==> src/rtl/rv_encoder_pipe.sv <==
// RV32I instruction encoder: registers decoded fields, validates and packs
// them into a machine word, and buffers words with error codes in a FIFO.
module rv_encoder_pipe #(
  parameter int FIFO_DEPTH = 4,
  parameter bit STICKY_ERR = 1'b1,
  parameter int CNT_W      = $clog2(FIFO_DEPTH) + 1
) (
  input  logic             clk_in,
  input  logic             rst_n_in,
  input  logic             in_valid_in,
  output logic             in_ready_out,
  input  logic [6:0]       opcode_in,
  input  logic [2:0]       funct3_in,
  input  logic [6:0]       funct7_in,
  input  logic [4:0]       rd_in,
  input  logic [4:0]       rs1_in,
  input  logic [4:0]       rs2_in,
  input  logic [31:0]      imm_in,
  output logic             out_valid_out,
  input  logic             out_ready_in,
  output logic [31:0]      word_out,
  output logic             err_out,
  output logic [2:0]       err_code_out,
  output logic             halted_out,
  input  logic             err_clr_in,
  output logic [CNT_W-1:0] fifo_count_out
);

  localparam int AW = (FIFO_DEPTH > 1) ? $clog2(FIFO_DEPTH) : 1;

  localparam logic [6:0] OP_REG    = 7'b0110011;
  localparam logic [6:0] OP_IMM    = 7'b0010011;
  localparam logic [6:0] OP_LOAD   = 7'b0000011;
  localparam logic [6:0] OP_JALR   = 7'b1100111;
  localparam logic [6:0] OP_STORE  = 7'b0100011;
  localparam logic [6:0] OP_BRANCH = 7'b1100011;
  localparam logic [6:0] OP_LUI    = 7'b0110111;
  localparam logic [6:0] OP_AUIPC  = 7'b0010111;
  localparam logic [6:0] OP_JAL    = 7'b1101111;

  localparam logic [2:0] ERR_NONE   = 3'd0;
  localparam logic [2:0] ERR_OPCODE = 3'd1;
  localparam logic [2:0] ERR_RANGE  = 3'd2;
  localparam logic [2:0] ERR_ALIGN  = 3'd3;
  localparam logic [2:0] ERR_FUNCT  = 3'd4;

  // Stage-1 field registers
  logic               s1_valid_q;
  logic [6:0]         s1_op_q;
  logic [2:0]         s1_f3_q;
  logic [6:0]         s1_f7_q;
  logic [4:0]         s1_rd_q;
  logic [4:0]         s1_rs1_q;
  logic [4:0]         s1_rs2_q;
  logic signed [31:0] s1_imm_q;

  // Encoder results
  logic [31:0] enc_word;
  logic [2:0]  enc_code;

  // FIFO state
  logic [31:0]      mem_word_q [FIFO_DEPTH];
  logic [2:0]       mem_code_q [FIFO_DEPTH];
  logic [AW-1:0]    wr_ptr_q, wr_ptr_d;
  logic [AW-1:0]    rd_ptr_q, rd_ptr_d;
  logic [CNT_W-1:0] count_q, count_d;
  logic             halted_q, halted_d;

  logic             accept;
  logic             push;
  logic             pop;
  logic [CNT_W-1:0] occupancy;

  function automatic logic out_rng(input logic signed [31:0] v,
                                   input logic signed [31:0] lo,
                                   input logic signed [31:0] hi);
    return (v < lo) || (v > hi);
  endfunction

  // Stage 1 counts toward occupancy so an accepted word always has a FIFO slot.
  assign occupancy    = count_q + CNT_W'(s1_valid_q);
  assign in_ready_out = rst_n_in & ~halted_q & (occupancy < CNT_W'(FIFO_DEPTH));
  assign accept       = in_valid_in & in_ready_out;
  assign push         = s1_valid_q;
  assign pop          = out_ready_in & (count_q != '0);

  // Capture fields on handshake; the stage drains into the FIFO every cycle.
  always_ff @(posedge clk_in or negedge rst_n_in) begin
    if (!rst_n_in) begin
      s1_valid_q <= 1'b0;
      s1_op_q    <= '0;
      s1_f3_q    <= '0;
      s1_f7_q    <= '0;
      s1_rd_q    <= '0;
      s1_rs1_q   <= '0;
      s1_rs2_q   <= '0;
      s1_imm_q   <= '0;
    end else begin
      s1_valid_q <= accept;
      if (accept) begin
        s1_op_q  <= opcode_in;
        s1_f3_q  <= funct3_in;
        s1_f7_q  <= funct7_in;
        s1_rd_q  <= rd_in;
        s1_rs1_q <= rs1_in;
        s1_rs2_q <= rs2_in;
        s1_imm_q <= imm_in;
      end
    end
  end

  // Validate and pack; checks are ordered opcode, funct, alignment, range.
  always_comb begin
    enc_code = ERR_NONE;
    enc_word = '0;
    case (s1_op_q)
      OP_REG: begin
        if (!(s1_f7_q == 7'b0000000 ||
              (s1_f7_q == 7'b0100000 && (s1_f3_q == 3'b000 || s1_f3_q == 3'b101))))
          enc_code = ERR_FUNCT;
        enc_word = {s1_f7_q, s1_rs2_q, s1_rs1_q, s1_f3_q, s1_rd_q, s1_op_q};
      end
      OP_IMM: begin
        if (s1_f3_q == 3'b001 || s1_f3_q == 3'b101) begin
          if (!(s1_f7_q == 7'b0000000 || (s1_f7_q == 7'b0100000 && s1_f3_q == 3'b101)))
            enc_code = ERR_FUNCT;
          else if (out_rng(s1_imm_q, 32'sd0, 32'sd31))
            enc_code = ERR_RANGE;
          enc_word = {s1_f7_q, s1_imm_q[4:0], s1_rs1_q, s1_f3_q, s1_rd_q, s1_op_q};
        end else begin
          if (out_rng(s1_imm_q, -32'sd2048, 32'sd2047)) enc_code = ERR_RANGE;
          enc_word = {s1_imm_q[11:0], s1_rs1_q, s1_f3_q, s1_rd_q, s1_op_q};
        end
      end
      OP_LOAD: begin
        if (s1_f3_q == 3'b011 || s1_f3_q == 3'b110 || s1_f3_q == 3'b111)
          enc_code = ERR_FUNCT;
        else if (out_rng(s1_imm_q, -32'sd2048, 32'sd2047))
          enc_code = ERR_RANGE;
        enc_word = {s1_imm_q[11:0], s1_rs1_q, s1_f3_q, s1_rd_q, s1_op_q};
      end
      OP_JALR: begin
        if (s1_f3_q != 3'b000)
          enc_code = ERR_FUNCT;
        else if (out_rng(s1_imm_q, -32'sd2048, 32'sd2047))
          enc_code = ERR_RANGE;
        enc_word = {s1_imm_q[11:0], s1_rs1_q, s1_f3_q, s1_rd_q, s1_op_q};
      end
      OP_STORE: begin
        if (s1_f3_q[2] || s1_f3_q == 3'b011)
          enc_code = ERR_FUNCT;
        else if (out_rng(s1_imm_q, -32'sd2048, 32'sd2047))
          enc_code = ERR_RANGE;
        enc_word = {s1_imm_q[11:5], s1_rs2_q, s1_rs1_q, s1_f3_q, s1_imm_q[4:0], s1_op_q};
      end
      OP_BRANCH: begin
        if (s1_f3_q == 3'b010 || s1_f3_q == 3'b011)
          enc_code = ERR_FUNCT;
        else if (s1_imm_q[0])
          enc_code = ERR_ALIGN;
        else if (out_rng(s1_imm_q, -32'sd4096, 32'sd4094))
          enc_code = ERR_RANGE;
        enc_word = {s1_imm_q[12], s1_imm_q[10:5], s1_rs2_q, s1_rs1_q, s1_f3_q,
                    s1_imm_q[4:1], s1_imm_q[11], s1_op_q};
      end
      OP_JAL: begin
        if (s1_imm_q[0])
          enc_code = ERR_ALIGN;
        else if (out_rng(s1_imm_q, -32'sd1048576, 32'sd1048574))
          enc_code = ERR_RANGE;
        enc_word = {s1_imm_q[20], s1_imm_q[10:1], s1_imm_q[11], s1_imm_q[19:12],
                    s1_rd_q, s1_op_q};
      end
      OP_LUI, OP_AUIPC: begin
        if (out_rng(s1_imm_q, 32'sd0, 32'sd1048575)) enc_code = ERR_RANGE;
        enc_word = {s1_imm_q[19:0], s1_rd_q, s1_op_q};
      end
      default: enc_code = ERR_OPCODE;
    endcase
    if (enc_code != ERR_NONE) enc_word = '0;
  end

  // FIFO pointer/count and halt next-state
  always_comb begin
    wr_ptr_d = wr_ptr_q;
    rd_ptr_d = rd_ptr_q;
    count_d  = count_q;
    halted_d = halted_q;
    if (push) wr_ptr_d = wr_ptr_q + 1'b1;
    if (pop)  rd_ptr_d = rd_ptr_q + 1'b1;
    if (push && !pop)      count_d = count_q + 1'b1;
    else if (!push && pop) count_d = count_q - 1'b1;
    if (err_clr_in) halted_d = 1'b0;
    // An errored push wins over a coincident clear.
    if (STICKY_ERR && push && enc_code != ERR_NONE) halted_d = 1'b1;
  end

  // Control state registers
  always_ff @(posedge clk_in or negedge rst_n_in) begin
    if (!rst_n_in) begin
      wr_ptr_q <= '0;
      rd_ptr_q <= '0;
      count_q  <= '0;
      halted_q <= 1'b0;
    end else begin
      wr_ptr_q <= wr_ptr_d;
      rd_ptr_q <= rd_ptr_d;
      count_q  <= count_d;
      halted_q <= halted_d;
    end
  end

  // FIFO storage; contents are only observable while count is nonzero.
  always_ff @(posedge clk_in) begin
    if (push) begin
      mem_word_q[wr_ptr_q] <= enc_word;
      mem_code_q[wr_ptr_q] <= enc_code;
    end
  end

  assign out_valid_out  = (count_q != '0);
  assign word_out       = out_valid_out ? mem_word_q[rd_ptr_q] : 32'd0;
  assign err_code_out   = out_valid_out ? mem_code_q[rd_ptr_q] : ERR_NONE;
  assign err_out        = (err_code_out != ERR_NONE);
  assign halted_out     = halted_q;
  assign fifo_count_out = count_q;

endmodule

==> config.mk <==
export PLATFORM = sky130hd
export DESIGN_NAME = rv_encoder_pipe
export DESIGN_NICKNAME = d
export VERILOG_FILES = /design/src/rtl/rv_encoder_pipe.sv
export SDC_FILE = /design/constraint.sdc
export NUM_CORES = 1
export LEC_CHECK = 0
export CAP_MARGIN = 30
export CORE_MARGIN = 5
export CORE_UTILIZATION = 50
export DETAILED_ROUTE_END_ITERATION = 10
export HOLD_SLACK_MARGIN = 0.02
export PLACE_DENSITY = 0.72
export SLEW_MARGIN = 20
export SYNTH_ARGS = -nofsm -noshare
export SYNTH_HDL_FRONTEND = slang
export SYNTH_SLANG_ARGS = --single-unit
==> constraint.sdc <==
create_clock -name clk_in -period 4.2 [get_ports clk_in]
set_clock_uncertainty 0.1 [all_clocks]
set_input_delay 0.63 -clock clk_in [delete_from_list [all_inputs] [get_ports clk_in]]
set_output_delay 0.63 -clock clk_in [all_outputs]
set_load 0.01 [all_outputs]
; ---- Yosys cells after proc, flatten, opt, wreduce, memory -nomap -nowiden
; Memories as Yosys holds them, arrays and structs flattened.
; Cells that the tools add are included.
[op_classes]
bitwise = 5
n_reduce_logical = 30
magnitude_cmp = 10
muxes = 26
add_sub_neg = 5
n_eq_ne = 16
[op_table]
columns = operator, n
row1 = 32-bit case mux with 7 select lines, 1
row2 = 32-bit 2-to-1 mux, 3
row3 = "32-bit by 21-bit > comparator with 1-bit output, second input constant", 2
row4 = "32-bit by 12-bit > comparator with 1-bit output, second input constant", 1
row5 = "32-bit by 13-bit > comparator with 1-bit output, second input constant", 1
row6 = "32-bit by 6-bit > comparator with 1-bit output, second input constant", 1
row7 = "32-bit by 1-bit less-than comparator with 1-bit output, second input constant", 1
row8 = "32-bit by 12-bit less-than comparator with 1-bit output, second input constant", 1
row9 = "32-bit by 13-bit less-than comparator with 1-bit output, second input constant", 1
row10 = "32-bit by 21-bit less-than comparator with 1-bit output, second input constant", 1
row11 = 3-bit 2-to-1 mux, 10
row12 = "7-bit by 6-bit == test with 1-bit output, second input constant", 4
row13 = 3-bit case mux with 8 select lines, 1
row14 = "7-bit == test, second input constant", 3
row15 = "7-bit by 5-bit == test with 1-bit output, second input constant", 2
row16 = 2-bit 2-to-1 mux, 7
row17 = 1-bit logical OR, 13
row18 = 3-bit nonzero test, 4
row19 = "3-bit == test, second input constant", 3
row20 = "7-bit by 2-bit == test with 1-bit output, second input constant", 1
row21 = 7-bit logical NOT, 1
row22 = "3-bit by 2-bit == test with 1-bit output, second input constant", 2
row23 = 1-bit logical AND, 5
row24 = "2-bit by 1-bit adder with 2-bit output, second input constant", 2
row25 = 12 further kinds, 21
[totals]
out_inout_bits = 42
mem_count = 2
regBits = 73
mem_bits_rw = 140
elab_cells = 106
in_bits = 69
[memory_table]
columns = name, depth, width, read_ports, rd_ports_with_merged_regs, wr, line_no
row1 = mem_word_q, 4, 32, 1, 0, 1, 62  ; logic [31:0] mem_word_q [FIFO_DEPTH];
row2 = mem_code_q, 4, 3, 1, 0, 1, 63  ; logic [2:0] mem_code_q [FIFO_DEPTH];

; ---- Logic depth before layout (Yosys ltp)
[logic_depth]
ltp_word = 9
ltp_mapped = 9
mapped_depth_nobuf = 8

; ---- Least setup slack after synthesis
; OpenSTA, ideal clock, no wires.
[synth_timing]
path_kind = reg-to-reg
from = reg s1_f7_q[2]
to = mem mem_word_q[0][2], data pin
arrival_time_ns = 2.276
period_less_slack_ns = 2.593
setup_slack_ns = 1.607
path_buffers = 1
path_stages_with_launch = 8
path_cell_list = dfrtp_1 > or4_4 > nor3_4 > a211o_2 > nand3_4 > or4_1 > buf_6 > a211oi_1
[synth_via]
elab_chain_cells = 8
elab_cells_between_ends = 12
[synth_lines]
columns = element, line_no
row1 = "start, declared", 51  ; logic [6:0] s1_f7_q;
row2 = "start signal, assigned", 103  ; s1_f7_q <= funct7_in;
row3 = 7-bit by 6-bit == test with 1-bit output, "119, 125"
row4 = 1-bit logical AND, 125  ; if (!(s1_f7_q == 7'b0000000 || (s1_f7_q == 7'b0100000 && s1_f3_q == 3'b101)))
row5 = 1-bit logical OR, 125
row6 = 3-bit 2-to-1 mux, 125
row7 = 3-bit 2-to-1 mux, 124  ; if (s1_f3_q == 3'b001 || s1_f3_q == 3'b101) begin
row8 = 3-bit case mux with 8 select lines (*), 116  ; case (s1_op_q)
row9 = named net enc_code[2], 59  ; logic [2:0] enc_code;
row10 = 3-bit nonzero test (*), 180  ; if (enc_code != ERR_NONE) enc_word = '0;
row11 = 32-bit 2-to-1 mux (*), 180
row12 = named net enc_word[2], 58  ; logic [31:0] enc_word;
row13 = "end, declared", 62
; Mark *: on every way through the listed nets, which the timed path passes. The rest lies on a longest branch.

; ---- Worst setup path after layout
[layout_timing]
from = reg rd_ptr_q[0]
to = out err_out
[layout_via]
elab_chain_cells = 3
[layout_lines]
columns = element, line_no
row1 = "start, declared", 65  ; logic [AW-1:0] rd_ptr_q, rd_ptr_d;
row2 = "start signal, assigned", 207  ; rd_ptr_q <= rd_ptr_d;
row3 = memory 4 x 3 bit, --
row4 = 3-bit 2-to-1 mux, 223  ; assign err_code_out = out_valid_out ? mem_code_q[rd_ptr_q] : ERR_NONE;
row5 = 3-bit nonzero test, 224  ; assign err_out = (err_code_out != ERR_NONE);
row6 = "end, declared", 22  ; output logic err_out,
; Every way passes these cells.

==> parameters.txt <==
Parameter                              Value

Outcome
  Outcome    finished clean

Critical path
  CP required    3.47 ns
  Reg2Reg Depth    7
  Capture point of the worst path    err_out
  Flop2flop setup slack    0.84 ns
  Critical Path Start Type    register
  Worst setup path class    reg -> out
  End of the worst register-to-register path    mem_word_q[1][23]
  Reg-to-reg critical path startpoint    s1_op_q[2]
  Arrival time at the worst endpoint    2.84 ns
  Worst Path Max Fanout    16
  Crit end category    output pin
  Critical path launch point    rd_ptr_q[0]

Power
  Power Dens Cells    682 nW/um^2
  Leakage    3.85 nW
  Maximum VDD drop    0.317 mV

Clock tree
  Number of buffers added for setup after CTS    0
  Number of buffers created by CTS    22
  CTS Hold Buffers Added    0
  Clock-pin slew on the worst setup and hold paths    0.06 ns
  Number of buffers on the longest clock path    3
  Maximum level of the CTS H-tree    1
  Root buffer selected by CTS    sky130_fd_sc_hd__clkbuf_16
  Clk sinks    213
  Clock insertion delay at the later pin of the skew report    0.49 ns
  Clock tree from TritonCTS    yes
  Post-cts resize count    0

Yosys
  Netlist area before placement    9500 sq um
  Cell variety after synth    58
  Gate count after technology mapping    596
  Synth async-reset ratio    34.3%
  Leading register cell type out of synthesis    sky130_fd_sc_hd__edfxtp_1
  Syn_nets    671
  Register bit count reported by yosys    213
  Number of warnings reported in the yosys synthesis log    0
  Post-synthesis area per instance    15.9 sq um
  Number of enable flip-flop cells after synthesis    140
  Portion of the post-synthesis area used by sequential elements    63.5%

Finish
  Ant diodes    0
  NumNets Final    783
  Layout area overhead    21.7%
  Number of non-filler instances in the completed layout    958
  Fraction of layout instances using a drive strength above 1    26.0%

Timing
  Max-slew headroom    45.4%
  Shortest period the worst path allows    3.57 ns
  RSZ-0062 raised after global routing    false
  Number of hold violations in the final report    0
  Fin Setup TNS    0 ns
  Worst Tran Pin Value    0.819 ns
  Final-report setup violation count    0
  Max-slew violation count    0
  Portion of the clock cycle consumed by the worst path in the final layout    85.0%
  Achievable clock frequency    280 MHz

Routing
  Vias post-DR    5735
  Detailed Route Iter0 Violations    778
  Top routing layer in use    met4
  Number of nets with antenna violations after routing    0
  Drt first pass iters    9
  Met3 wire length    1.38 mm
  Met2 wire length    10.3 mm
  Met1 wire length    8.85 mm
  WL/cell    22.0 microns
  Routed wire length    21.1 mm
  Number of remaining DRC errors    0
  Mean number of vias per cell    5.99

Global routing
  Number of global-route vias before repair    6128
  First-pass GRT wire length    34.1 mm
  Global-route usage over all layers    19.7%
  Number of antenna violations at the first check in global routing    0
  Sum of overflow across all layers after global routing    0
  Largest net degree at the start of global routing    74

Hold path
  Type of the most critical hold path    in -> async

Placement
  Placed cells    916
  Final Wtd Congestion    0.943
  HPWL after detailed placement    14.8 mm
  Port Buf Inserts    110

Floorplan
  Number of standard-cell rows in the floorplan    50
  Die extent in x    148 microns
  Number of I/O pins    111
  Initial core utilization    50.8%
  Die H    148 microns
  Area of the placeable core    18700 sq um
  Total Die Area    21900 sq um

Flow run
  Maximum capacitance violations    0
sequential cells by signal (all words and copies together), names as in the netlist, 3 cells and up:
| signal | flops |
|---|---|
| s1_rs1_q | 5 |
| mem_code_q | 12 |
| s1_rs2_q | 5 |
| s1_f3_q | 3 |
| s1_imm_q | 32 |
| s1_rd_q | 5 |
| fifo_count_out | 3 |
| s1_f7_q | 7 |
| s1_op_q | 7 |
| mem_word_q | 128 |
through the flow:
step / utilization (%) / worst slack (ns) / total power, mW / area [sq um] / hold WS [ns]
after floorplan: - / 1.61 / 4.86 / 9500 / 0.234
after global placement: 57.7 / 0.992 / 5.92 / 10800 / 0.394
after detailed placement: 57.7 / 0.910 / 5.99 / 10800 / 0.397
after CTS: 61.7 / 0.570 / 7.95 / 11500 / 0.318
after global routing: 61.8 / 0.486 / 8.32 / 11600 / 0.0538
final: 61.8 / 0.631 / 7.89 / 11600 / 0.0536
layer usage:
metal | GRT usage [%] | vias up
met5 | 0 | -
met4 | 5.45 | 0
met3 | 3.40 | 47
met2 | 33.1 | 232
met1 | 26.9 | 2880
li1 | - | 2576
cell usage in the layout (no fill, tap or decap), types with 14 or more instances in the layout:
cell and instances:
sky130_fd_sc_hd__buf_4 14, sky130_fd_sc_hd__mux4_2 35, sky130_fd_sc_hd__edfxtp_1 140, sky130_fd_sc_hd__and2_1 42, sky130_fd_sc_hd__dfrtp_1 72, sky130_fd_sc_hd__clkbuf_16 23
sky130_fd_sc_hd__mux2_2 66, sky130_fd_sc_hd__nor3_2 28, sky130_fd_sc_hd__a222oi_1 18, sky130_fd_sc_hd__nor2_1 20, sky130_fd_sc_hd__clkdlybuf4s50_1 109
cells in the mapped netlist, types with 3 or more instances:
master | count | share of area (%)
sky130_fd_sc_hd__a21oi_1 | 10 | 0.53
sky130_fd_sc_hd__a222oi_1 | 18 | 1.9
sky130_fd_sc_hd__a22oi_1 | 6 | 0.47
sky130_fd_sc_hd__and2_1 | 42 | 2.8
sky130_fd_sc_hd__and3_1 | 3 | 0.20
sky130_fd_sc_hd__buf_1 | 4 | 0.16
sky130_fd_sc_hd__buf_2 | 7 | 0.37
sky130_fd_sc_hd__buf_6 | 3 | 0.36
sky130_fd_sc_hd__clkbuf_1 | 18 | 0.71
sky130_fd_sc_hd__dfrtp_1 | 73 | 19
sky130_fd_sc_hd__edfxtp_1 | 140 | 44
sky130_fd_sc_hd__ha_1 | 5 | 0.66
sky130_fd_sc_hd__inv_1 | 8 | 0.32
sky130_fd_sc_hd__mux2_2 | 66 | 7.8
sky130_fd_sc_hd__mux4_2 | 35 | 8.3
sky130_fd_sc_hd__nand2_1 | 11 | 0.43
sky130_fd_sc_hd__nand3_1 | 9 | 0.47
sky130_fd_sc_hd__nand3b_1 | 4 | 0.32
sky130_fd_sc_hd__nand4_1 | 9 | 0.59
sky130_fd_sc_hd__nor2_1 | 20 | 0.79
sky130_fd_sc_hd__nor2b_1 | 4 | 0.26
sky130_fd_sc_hd__nor3_1 | 10 | 0.53
sky130_fd_sc_hd__nor3_2 | 28 | 2.9
sky130_fd_sc_hd__nor4_1 | 6 | 0.39
sky130_fd_sc_hd__o21ai_0 | 8 | 0.42
sky130_fd_sc_hd__or3_1 | 3 | 0.20
sky130_fd_sc_hd__xnor2_1 | 4 | 0.37
sky130_fd_sc_hd__xor2_1 | 4 | 0.37
report_power, final:
part	total, mW	switching [mW]	internal, mW
registers	3.34	0.602	2.74
logic	2.60	1.14	1.45
clock network	1.95	0.749	1.20
critical path: stages (launching register included):
cell and delay (ns):
sky130_fd_sc_hd__dfrtp_2 0.76, sky130_fd_sc_hd__mux4_2 0.59, sky130_fd_sc_hd__and2_1 0.20, sky130_fd_sc_hd__or3_1 0.31
sky130_fd_sc_hd__clkdlybuf4s50_1 0.48
worst min-delay path by stage:
stage / start / end
floorplan: rst_n_in / fifo_count_out[0]
global placement: s1_rs1_q[0] / s1_rs1_q[0]
detailed placement: s1_rs2_q[4] / s1_rs2_q[4]
CTS: rst_n_in / s1_imm_q[29]
global route: rst_n_in / s1_op_q[1]
finish: rst_n_in / s1_op_q[1]
kinds of logic after synthesis:
kind of cell / Yosys count / synth area share (%)
buf+inv: 46 / 2.74
xor+xnor: 8 / 0.737
flops: 213 / 63.5
simple gates: 163 / 11.3
compound gates: 59 / 4.79
mux: 101 / 16.1
fa+ha+maj: 6 / 0.869
cell type report:
type / instances / area [sq um]
fill: 1355 / 7140
sequential: 213 / 6030
multi-input combinational: 337 / 3220
timing repair buffer: 126 / 1250
clock buffer: 30 / 646
tap: 234 / 293
clock inverter: 10 / 101
inverter: 8 / 30.0
(Power assumes the default switching activity.)
